## src/rtl/alu_pkg.sv

```systemverilog
// Shared definitions for the ALU sequencing stage: opcodes, widths, FSM states
// and the operation classification used to pick the byte/word pass sequence.
package alu_pkg;

    localparam int unsigned DATA_W = 8;
    localparam int unsigned WORD_W = 2 * DATA_W;

    localparam logic [3:0] OP_AND  = 4'b0000;
    localparam logic [3:0] OP_OR   = 4'b0001;
    localparam logic [3:0] OP_ADD  = 4'b0010;
    localparam logic [3:0] OP_SUB  = 4'b0011;
    localparam logic [3:0] OP_ADDC = 4'b0100;
    localparam logic [3:0] OP_SUBC = 4'b0101;
    localparam logic [3:0] OP_CMP  = 4'b0110;
    localparam logic [3:0] OP_MUL  = 4'b1000;

    typedef enum logic [1:0] {
        StIdle,
        StLo,
        StHi,
        StDone
    } state_e;

    typedef enum logic [1:0] {
        ClsByte,
        ClsWordArith,
        ClsWordLogic,
        ClsIllegal
    } op_cls_e;

    // cmp/mul are byte-only, so their word flag is ignored rather than rejected.
    function automatic op_cls_e op_class(input logic [3:0] op, input logic word);
        op_cls_e cls;
        case (op)
            OP_AND, OP_OR:    cls = word ? ClsWordLogic : ClsByte;
            OP_ADD, OP_SUB:   cls = word ? ClsWordArith : ClsByte;
            OP_ADDC, OP_SUBC: cls = word ? ClsIllegal : ClsByte;
            OP_CMP, OP_MUL:   cls = ClsByte;
            default:          cls = ClsIllegal;
        endcase
        return cls;
    endfunction

    function automatic logic op_sets_carry(input logic [3:0] op);
        return (op == OP_ADD) || (op == OP_SUB) || (op == OP_MUL);
    endfunction

endpackage

```

## src/rtl/alu_exec_seq_if.sv

```systemverilog
// Request, ALU and response signals of the ALU sequencing stage.
interface alu_exec_seq_if;
    import alu_pkg::*;

    logic              in_valid;
    logic              in_ready;
    logic [3:0]        in_op;
    logic              in_word;
    logic [WORD_W-1:0] in_a;
    logic [WORD_W-1:0] in_b;

    logic [3:0]        alu_op;
    logic [DATA_W-1:0] alu_a;
    logic [DATA_W-1:0] alu_b;
    logic              alu_cin;
    logic [DATA_W-1:0] alu_result;
    logic              alu_zero;
    logic              alu_cout;

    logic              out_valid;
    logic              out_ready;
    logic [WORD_W-1:0] out_result;
    logic              out_c;
    logic              out_z;

    modport slave (
        input  in_valid, in_op, in_word, in_a, in_b,
        input  alu_result, alu_zero, alu_cout,
        input  out_ready,
        output in_ready,
        output alu_op, alu_a, alu_b, alu_cin,
        output out_valid, out_result, out_c, out_z
    );

    modport master (
        output in_valid, in_op, in_word, in_a, in_b,
        output alu_result, alu_zero, alu_cout,
        output out_ready,
        input  in_ready,
        input  alu_op, alu_a, alu_b, alu_cin,
        input  out_valid, out_result, out_c, out_z
    );

endinterface

```

## src/rtl/alu_exec_seq.sv

```systemverilog
// Sequences byte and word operations onto an 8-bit combinational ALU, one byte
// pass per cycle, and registers the result with C/Z flags for downstream.
module alu_exec_seq
    import alu_pkg::*;
#(
    parameter logic RESET_C = 1'b0
) (
    input  logic            clk,
    input  logic            rst_n,
    alu_exec_seq_if.slave   bus_io
);

    state_e            state_q, state_d;
    op_cls_e           cls_q, cls_d;
    logic [3:0]        op_q, op_d;
    logic [WORD_W-1:0] a_q, a_d;
    logic [WORD_W-1:0] b_q, b_d;
    logic [WORD_W-1:0] result_q, result_d;
    logic              c_q, c_d;
    logic              z_q, z_d;
    logic              cy_lo_q, cy_lo_d;

    // State register
    always_ff @(posedge clk or negedge rst_n) begin
        if (!rst_n) begin
            state_q <= StIdle;
        end else begin
            state_q <= state_d;
        end
    end

    // Next-state logic
    always_comb begin
        state_d = state_q;
        unique case (state_q)
            StIdle: begin
                if (bus_io.in_valid) begin
                    state_d = StLo;
                end
            end
            StLo: begin
                if (cls_q == ClsWordArith || cls_q == ClsWordLogic) begin
                    state_d = StHi;
                end else begin
                    state_d = StDone;
                end
            end
            StHi: begin
                state_d = StDone;
            end
            StDone: begin
                if (bus_io.out_ready) begin
                    state_d = StIdle;
                end
            end
            default: state_d = StIdle;
        endcase
    end

    // Output logic: the ALU ports carry data only during a byte pass
    always_comb begin
        bus_io.in_ready  = (state_q == StIdle);
        bus_io.out_valid = (state_q == StDone);
        bus_io.alu_op    = 4'b0000;
        bus_io.alu_a     = '0;
        bus_io.alu_b     = '0;
        bus_io.alu_cin   = 1'b0;
        unique case (state_q)
            StLo: begin
                if (cls_q != ClsIllegal) begin
                    bus_io.alu_op  = op_q;
                    bus_io.alu_a   = a_q[DATA_W-1:0];
                    bus_io.alu_b   = b_q[DATA_W-1:0];
                    bus_io.alu_cin = c_q;
                end
            end
            StHi: begin
                bus_io.alu_a = a_q[WORD_W-1:DATA_W];
                bus_io.alu_b = b_q[WORD_W-1:DATA_W];
                if (cls_q == ClsWordArith) begin
                    bus_io.alu_op  = (op_q == OP_ADD) ? OP_ADDC : OP_SUBC;
                    bus_io.alu_cin = cy_lo_q;
                end else begin
                    bus_io.alu_op  = op_q;
                    bus_io.alu_cin = c_q;
                end
            end
            default: ;
        endcase
    end

    assign bus_io.out_result = result_q;
    assign bus_io.out_c      = c_q;
    assign bus_io.out_z      = z_q;

    // Datapath next-state: operands latched on accept, result/flags on pass edges
    always_comb begin
        op_d     = op_q;
        cls_d    = cls_q;
        a_d      = a_q;
        b_d      = b_q;
        result_d = result_q;
        c_d      = c_q;
        z_d      = z_q;
        cy_lo_d  = cy_lo_q;
        unique case (state_q)
            StIdle: begin
                if (bus_io.in_valid) begin
                    op_d  = bus_io.in_op;
                    cls_d = op_class(bus_io.in_op, bus_io.in_word);
                    a_d   = bus_io.in_a;
                    b_d   = bus_io.in_b;
                end
            end
            StLo: begin
                case (cls_q)
                    ClsIllegal: begin
                        result_d = '0;
                        z_d      = 1'b1;
                    end
                    ClsByte: begin
                        result_d = {{DATA_W{1'b0}}, bus_io.alu_result};
                        z_d      = bus_io.alu_zero;
                        if (op_sets_carry(op_q)) begin
                            c_d = bus_io.alu_cout;
                        end
                    end
                    default: begin
                        result_d = {{DATA_W{1'b0}}, bus_io.alu_result};
                        z_d      = bus_io.alu_zero;
                        cy_lo_d  = bus_io.alu_cout;
                    end
                endcase
            end
            StHi: begin
                result_d[WORD_W-1:DATA_W] = bus_io.alu_result;
                z_d = z_q & bus_io.alu_zero;
                // The high pass reports no usable carry, so word add/sub clear C.
                if (cls_q == ClsWordArith) begin
                    c_d = 1'b0;
                end
            end
            default: ;
        endcase
    end

    always_ff @(posedge clk or negedge rst_n) begin
        if (!rst_n) begin
            op_q     <= 4'b0000;
            cls_q    <= ClsByte;
            a_q      <= '0;
            b_q      <= '0;
            result_q <= '0;
            c_q      <= RESET_C;
            z_q      <= 1'b0;
            cy_lo_q  <= 1'b0;
        end else begin
            op_q     <= op_d;
            cls_q    <= cls_d;
            a_q      <= a_d;
            b_q      <= b_d;
            result_q <= result_d;
            c_q      <= c_d;
            z_q      <= z_d;
            cy_lo_q  <= cy_lo_d;
        end
    end

endmodule

```

## src/flat_wrapper.sv

```systemverilog
// flat-port wrapper written by rule: the top's interface ports become plain ports
module alu_exec_seq_flat import alu_pkg::*;
#(
    parameter logic RESET_C = 1'b0
)
  (clk, rst_n, bus_io_in_valid, bus_io_in_op, bus_io_in_word, bus_io_in_a, bus_io_in_b, bus_io_alu_result, bus_io_alu_zero, bus_io_alu_cout, bus_io_out_ready, bus_io_in_ready, bus_io_alu_op, bus_io_alu_a, bus_io_alu_b, bus_io_alu_cin, bus_io_out_valid, bus_io_out_result, bus_io_out_c, bus_io_out_z);
  alu_exec_seq_if bus_io_i ();
  input  logic clk;
  input  logic rst_n;
  input wire logic [$bits(bus_io_i.in_valid)-1:0] bus_io_in_valid;
  input wire logic [$bits(bus_io_i.in_op)-1:0] bus_io_in_op;
  input wire logic [$bits(bus_io_i.in_word)-1:0] bus_io_in_word;
  input wire logic [$bits(bus_io_i.in_a)-1:0] bus_io_in_a;
  input wire logic [$bits(bus_io_i.in_b)-1:0] bus_io_in_b;
  input wire logic [$bits(bus_io_i.alu_result)-1:0] bus_io_alu_result;
  input wire logic [$bits(bus_io_i.alu_zero)-1:0] bus_io_alu_zero;
  input wire logic [$bits(bus_io_i.alu_cout)-1:0] bus_io_alu_cout;
  input wire logic [$bits(bus_io_i.out_ready)-1:0] bus_io_out_ready;
  output wire logic [$bits(bus_io_i.in_ready)-1:0] bus_io_in_ready;
  output wire logic [$bits(bus_io_i.alu_op)-1:0] bus_io_alu_op;
  output wire logic [$bits(bus_io_i.alu_a)-1:0] bus_io_alu_a;
  output wire logic [$bits(bus_io_i.alu_b)-1:0] bus_io_alu_b;
  output wire logic [$bits(bus_io_i.alu_cin)-1:0] bus_io_alu_cin;
  output wire logic [$bits(bus_io_i.out_valid)-1:0] bus_io_out_valid;
  output wire logic [$bits(bus_io_i.out_result)-1:0] bus_io_out_result;
  output wire logic [$bits(bus_io_i.out_c)-1:0] bus_io_out_c;
  output wire logic [$bits(bus_io_i.out_z)-1:0] bus_io_out_z;
  assign bus_io_i.in_valid = bus_io_in_valid;
  assign bus_io_i.in_op = bus_io_in_op;
  assign bus_io_i.in_word = bus_io_in_word;
  assign bus_io_i.in_a = bus_io_in_a;
  assign bus_io_i.in_b = bus_io_in_b;
  assign bus_io_i.alu_result = bus_io_alu_result;
  assign bus_io_i.alu_zero = bus_io_alu_zero;
  assign bus_io_i.alu_cout = bus_io_alu_cout;
  assign bus_io_i.out_ready = bus_io_out_ready;
  assign bus_io_in_ready = bus_io_i.in_ready;
  assign bus_io_alu_op = bus_io_i.alu_op;
  assign bus_io_alu_a = bus_io_i.alu_a;
  assign bus_io_alu_b = bus_io_i.alu_b;
  assign bus_io_alu_cin = bus_io_i.alu_cin;
  assign bus_io_out_valid = bus_io_i.out_valid;
  assign bus_io_out_result = bus_io_i.out_result;
  assign bus_io_out_c = bus_io_i.out_c;
  assign bus_io_out_z = bus_io_i.out_z;
  alu_exec_seq #(.RESET_C(RESET_C)) u_core (.clk(clk), .rst_n(rst_n), .bus_io(bus_io_i));
endmodule
```

## config.mk

```make
export PLATFORM = sky130hd
export DESIGN_NAME = alu_exec_seq_flat
export DESIGN_NICKNAME = d
export VERILOG_FILES = /design/src/rtl/alu_pkg.sv /design/src/rtl/alu_exec_seq_if.sv /design/src/rtl/alu_exec_seq.sv /design/src/flat_wrapper.sv
export SDC_FILE = /design/constraint.sdc
export NUM_CORES = 1
export LEC_CHECK = 0
export CELL_PAD_IN_SITES_DETAIL_PLACEMENT = 1
export CELL_PAD_IN_SITES_GLOBAL_PLACEMENT = 1
export CORE_UTILIZATION = 35
export CTS_CLUSTER_SIZE = 16
export DETAILED_ROUTE_END_ITERATION = 10
export PLACE_DENSITY_LB_ADDON = 0.08
export RECOVER_POWER = 25
export SLEW_MARGIN = 5
export SYNTH_ARGS = -nofsm -noshare
export SYNTH_HDL_FRONTEND = slang
export SYNTH_SLANG_ARGS = --single-unit
```

## constraint.sdc

```tcl
create_clock -name clk -period 2.49 [get_ports clk]
set_input_delay 0.498 -clock clk [delete_from_list [all_inputs] [get_ports clk]]
set_output_delay 0.498 -clock clk [all_outputs]
set_load 0.02 [all_outputs]
```

; ---- Word-level counts from Yosys, hierarchy flattened
; Cells that the tools add are included.
[totals]
regBits = 59
input_bits = 51
out_inout_bits = 41
[classes]
n_eq_ne = 22
mux = 27
n_bitwise = 2
reduce_logical = 16
[ops]
columns = op, n
row1 = case mux 8 bit (2 select lines), 3
row2 = two-way mux 8 bit, 3
row3 = == test 4 x 2 -> 1 bit (second input constant), 4
row4 = case mux 2 bit (4 select lines), 2
row5 = == test 4 x 3 -> 1 bit (second input constant), 3
row6 = OR reduction 2 bit, 5
row7 = two-way mux 1 bit, 9
row8 = == test 2 bit (second input constant), 4
row9 = == test 4 bit (second input constant), 2
row10 = two-way mux 2 bit, 4
row11 = two-way mux 4 bit, 2
row12 = != test 2 bit (second input constant), 4
row13 = case mux 4 bit (2 select lines), 1
row14 = case mux 1 bit (2 select lines), 3
row15 = AND reduction 2 bit, 3
row16 = == test 2 x 1 -> 1 bit (second input constant), 2
row17 = == test 4 x 1 -> 1 bit (second input constant), 1
row18 = logical NOT 2 bit, 2
row19 = logical NOT 4 bit, 1
row20 = != test 2 x 1 -> 1 bit (second input constant), 2
row21 = AND reduction 4 bit, 1
row22 = logical OR 1 bit, 3
row23 = nonzero test 2 bit, 1
row24 = bitwise AND 1 bit, 1
row25 = NOT 1 bit, 1

; ---- Depth between registers and ports, before layout
; Gate-level depths: netlist of the first run.
[logic_depth]
depth_word = 6
mapped_depth = 7
ltp_nobuf = 5

; ---- Worst setup path after synthesis of the first run
; OpenSTA, ideal clock, no wires.
[synth_timing]
path_type = reg-to-output
start = register u_core.state_q[0]
end = output bus_io_alu_a[2]
t_arrival_ns = 1.523
required_time_ns = 1.992
path_slack_ns = 0.469
path_stages_with_launch = 7
cell_sequence = dfrtp_1 inv_1 ha_1 and2_1 buf_2 buf_2 a22o_1
[synth_via]
elab_chain_len = 2
word_cells_on_any_way = 3
[synth_lines]
columns = item, line_no
row1 = "start, declared", alu_exec_seq.sv:13  ; state_e state_q, state_d;
row2 = "start signal, assigned", alu_exec_seq.sv:26  ; state_q <= StIdle;
row3 = "start signal, assigned", alu_exec_seq.sv:28  ; state_q <= state_d;
row4 = == test 2 bit / == test 2 x 1 -> 1 bit (equally long branches), alu_exec_seq.sv:68  ; unique case (state_q)
row5 = case mux 8 bit (2 select lines) *, alu_exec_seq.sv:68
row6 = "end, declared", flat_wrapper.sv:21  ; output wire logic [$bits(bus_io_i.alu_a)-1:0] bus_io_alu_a;
; Mark *: on every way between the ends. The rest lies on a longest branch, timed or not.

; ---- Worst setup path in the final report of the first run
[layout_timing]
start = register u_core.state_q[1]
end = output bus_io_alu_a[0]
; The elaborated chain is that of the path after synthesis.

==> flow_metrics.env, run 1 <==
export IMPL_clkTransAtPathRegs_ns=0.06
export IMPL_postSynthNetCount=282
export IMPL_synthMuxAreaShare_pct=15.1
export IMPL_synth_seq_cells=59
export IMPL_max_clock_freq_ghz=0.416
export IMPL_gr_usage_met2_pct=28.9
export IMPL_grt_use_met1_pct=24.7
export IMPL_period_minus_slack_ns=2.41
export IMPL_synth_cell_types=28
export IMPL_hold_path_class="reg -> reg"
export IMPL_synth_warnings=0
export IMPL_worstRegToRegCells=6
export IMPL_layout_commonest_cell="clkdlybuf4s50_1"
export IMPL_routed_wl_um=6780
export IMPL_power_frac_clock_pct=17.9
export IMPL_initial_core_util_pct=36.5
export IMPL_min_path_cells=1
export IMPL_grt_pass1_vias=2143
export IMPL_die_h_um=89.5
export IMPL_rows=31
export IMPL_fin_tns_setup_ns=0
export IMPL_grt_use_total_pct=18.5
export IMPL_wl_per_cell_um=15.8
export IMPL_worstSetupStartpointType="flip-flop"
export IMPL_drv_slew=0
export IMPL_drc_errors=0
export IMPL_antenna_cells=0
export IMPL_port_buffers=91
export IMPL_synth_top_family_by_area="compound AO/OA/AOI/OAI gates"
export IMPL_avgSynthCellArea_um2=12.0
export IMPL_clock_sinks=59
export IMPL_p_sw_share_pct=38.2
export IMPL_end_kind="output pin"
export IMPL_syn_area_um2=2680
export IMPL_cp_arrival_ns=1.91
export IMPL_die_area_um2=8000
export IMPL_yosys_area_share_simple_pct=5.98
export IMPL_crit_fanout=7
export IMPL_nets=385
export IMPL_cts_root_buffer="clkbuf_8"
export IMPL_ant_nets=0
export IMPL_yosysTopAreaCell="dfrtp_1"
export IMPL_synth_compound_gate_area_share_pct=15.1
export IMPL_drt_first_pass_iters=4
export IMPL_met3_usage_pct=4.25
export IMPL_cts_tree="built"
export IMPL_p_switching_mw=1.98
export IMPL_synth_xor_area_share_pct=0.327
export IMPL_clock_latency_ns=0.33
export IMPL_fin_util_pct=54.6
export IMPL_power_density_nw_per_um2=1290
export IMPL_overflow=0
export IMPL_cts_buffers=9
export IMPL_worstSetupPathType="reg -> out"
export IMPL_outcome="completed"
export IMPL_synthCells=223
export IMPL_rrSetupSlack_ns=0.92
export IMPL_grt_pass1_wl_um=10800
export IMPL_fillCellCount=768
export IMPL_relSlewSlack_pct=2.49
export IMPL_layout_common_cells="69 x clkdlybuf4s50_1, 59 x dfrtp_1, 33 x mux2_1"
export IMPL_internal_power_mw=3.20
export IMPL_busiest_layer="met2"
export IMPL_clockBufferDepth=2
export IMPL_grt_max_degree=60
export IMPL_power_frac_seq_pct=33.0
export IMPL_cts_hold_buf=0
export IMPL_setup_viol=0
export IMPL_gp_congestion=0.731
export IMPL_cp_required_ns=1.99
export IMPL_post_cts_setup_buffers=0
export IMPL_leakage_nw=1.75
export IMPL_worstMarginPinSlew_ns=1.46
export IMPL_vias_per_cell=4.82
export IMPL_p_total_mw=5.18
export IMPL_layout_area_overhead_vs_synth_pct=49.4
export IMPL_htree_levels=3
export IMPL_io_pins=92
export IMPL_drive_gt1_share_pct=18.4
export IMPL_hold_violations=0
export IMPL_antenna_found_initial=0
export IMPL_finClkSkew_ns=0.00957
export IMPL_drt_iter0_drc=61
export IMPL_maxCapViolations=0
export IMPL_synthTopCellsByArea="dfrtp_1 55%, mux2_1 14%, a22o_1 7.9%, ha_1 3.7%, inv_1 2.4%"
export IMPL_synth_seq_area_share_pct=55.1
export IMPL_coreArea_um2=7330
export IMPL_combPwrFrac_pct=49.2
export IMPL_hpwlAfterDp_um=4770
export IMPL_rsz0062_at_grt="no"
export IMPL_whs_ns=0.490
export IMPL_synth_top_cell_area_share_pct=55.1
export IMPL_synthAdderAreaFrac_pct=3.74
export IMPL_vias=2072
export IMPL_die_x_um=89.5
export IMPL_finalCritPeriodShare_pct=96.7
export IMPL_ir_drop_mv=0.548
synth_stat cells, drive strengths merged:
library cell  instances
a211o                 1
o21ai                18
nand3b                1
a21o                  1
dfrtp                59
buf                  10
nor2                  6
inv                  17
or2                   1
clkbuf                2
nand2b                2
xor2                  1
mux2                 36
o31ai                 2
a21oi                 3
and2                  1
a22o                 24
nand2                15
and3b                 1
ha                    8
o211ai                2
nor2b                 5
a22oi                 3
a31oi                 2
o41ai                 1
or3b                  1
cell families after synthesis:
kind of cell / Yosys count
compound gates: 57
fa+ha+maj: 8
mux: 36
buf+inv: 29
xor+xnor: 1
simple gates: 33
flops: 59
critical path, stage by stage (launching register included):
cell	delay [ns]
dfrtp_1	0.38
buf_4	0.15
ha_1	0.20
and2_1	0.20
buf_4	0.17
a22o_1	0.23
clkdlybuf4s15_2	0.25
per-stage QoR:
| step | cell area, um2 | cells | worst slack, ns |
|---|---|---|---|
| finish | 4000 | 430 | 0.0833 |
| global route | 4000 | 430 | 0.000618 |
| CTS | 4030 | 430 | 0.00735 |
| detailed placement | 3790 | 414 | 0.0809 |
| global placement | 3790 | 414 | 0.114 |
| floorplan | 2680 | 223 | 0.469 |
repair_timing:
item / 4_1_cts / 5_1_grt
gates cloned: 0 / 0
hold endpoints to repair: 0 / 0
pin swaps: 0 / 0
resized for setup: 58 / 18
setup endpoints to repair: 21 / 21
power groups by stage:
stage | Combinational [mW] | Sequential, mW | Clock (mW)
floorplan | 1.32 | 1.80 | 0
global placement | 2.55 | 1.70 | 0
detailed placement | 2.59 | 1.72 | 0
CTS | 2.59 | 1.70 | 0.950
global route | 2.78 | 1.77 | 0.999
finish | 2.55 | 1.71 | 0.926
registers in the layout, indices dropped and copies added (netlist names):
signal                    count
u_core.bus_io.out_c           1
u_core.cls_q                  2
u_core.a_q                   16
u_core.bus_io.out_result     16
u_core.state_q                2
u_core.bus_io.out_z           1
u_core.op_q                   4
u_core.cy_lo_q                1
u_core.b_q                   16
cell type report:
| cell class | count | area [um2] | share of cell area, % |
|---|---|---|---|
| repair buffers | 104 | 1010 | 25.1 |
| flip-flops and latches | 59 | 1480 | 36.9 |
| clock inverters | 5 | 60.1 | 1.50 |
| clock buffers | 11 | 151 | 3.78 |
| inverters | 17 | 63.8 | 1.59 |
| multi-input cells | 135 | 1120 | 28.0 |
| well taps | 99 | 124 | 3.10 |
metal layers:
metal  wire (um)  part of all wire [%]
met5           0                     0
met3         330                   4.9
met4          81                   1.2
met2        3180                    47
met1        3190                    47
final timing paths:
check,start,end
max reg2reg,u_core.state_q[0]$_DFFE_PN0P_,u_core.state_q[0]$_DFFE_PN0P_
min reg2reg,u_core.a_q[3]$_DFFE_PN0P_,u_core.a_q[3]$_DFFE_PN0P_
max,u_core.state_q[1]$_DFFE_PN0P_,bus_io_alu_a[0]
min in group asynchronous,rst_n,u_core.bus_io.out_result[4]$_DFFE_PN0P_
min,u_core.a_q[3]$_DFFE_PN0P_,u_core.a_q[3]$_DFFE_PN0P_
max in group asynchronous,rst_n,u_core.op_q[3]$_DFFE_PN0P_
Note: power is estimated with default switching activity, not from simulation.
==> run 2, diff against run 1 <==
--- a/config.mk
+++ b/config.mk
@@ -5,6 +5,7 @@
 export SDC_FILE = /design/constraint.sdc
 export NUM_CORES = 1
 export LEC_CHECK = 0
+export CAP_MARGIN = 20
 export CELL_PAD_IN_SITES_DETAIL_PLACEMENT = 1
 export CELL_PAD_IN_SITES_GLOBAL_PLACEMENT = 1
 export CORE_UTILIZATION = 35
==> results of run 2 <==
The final DEF is identical to that of run 1; final timing and power are the same.
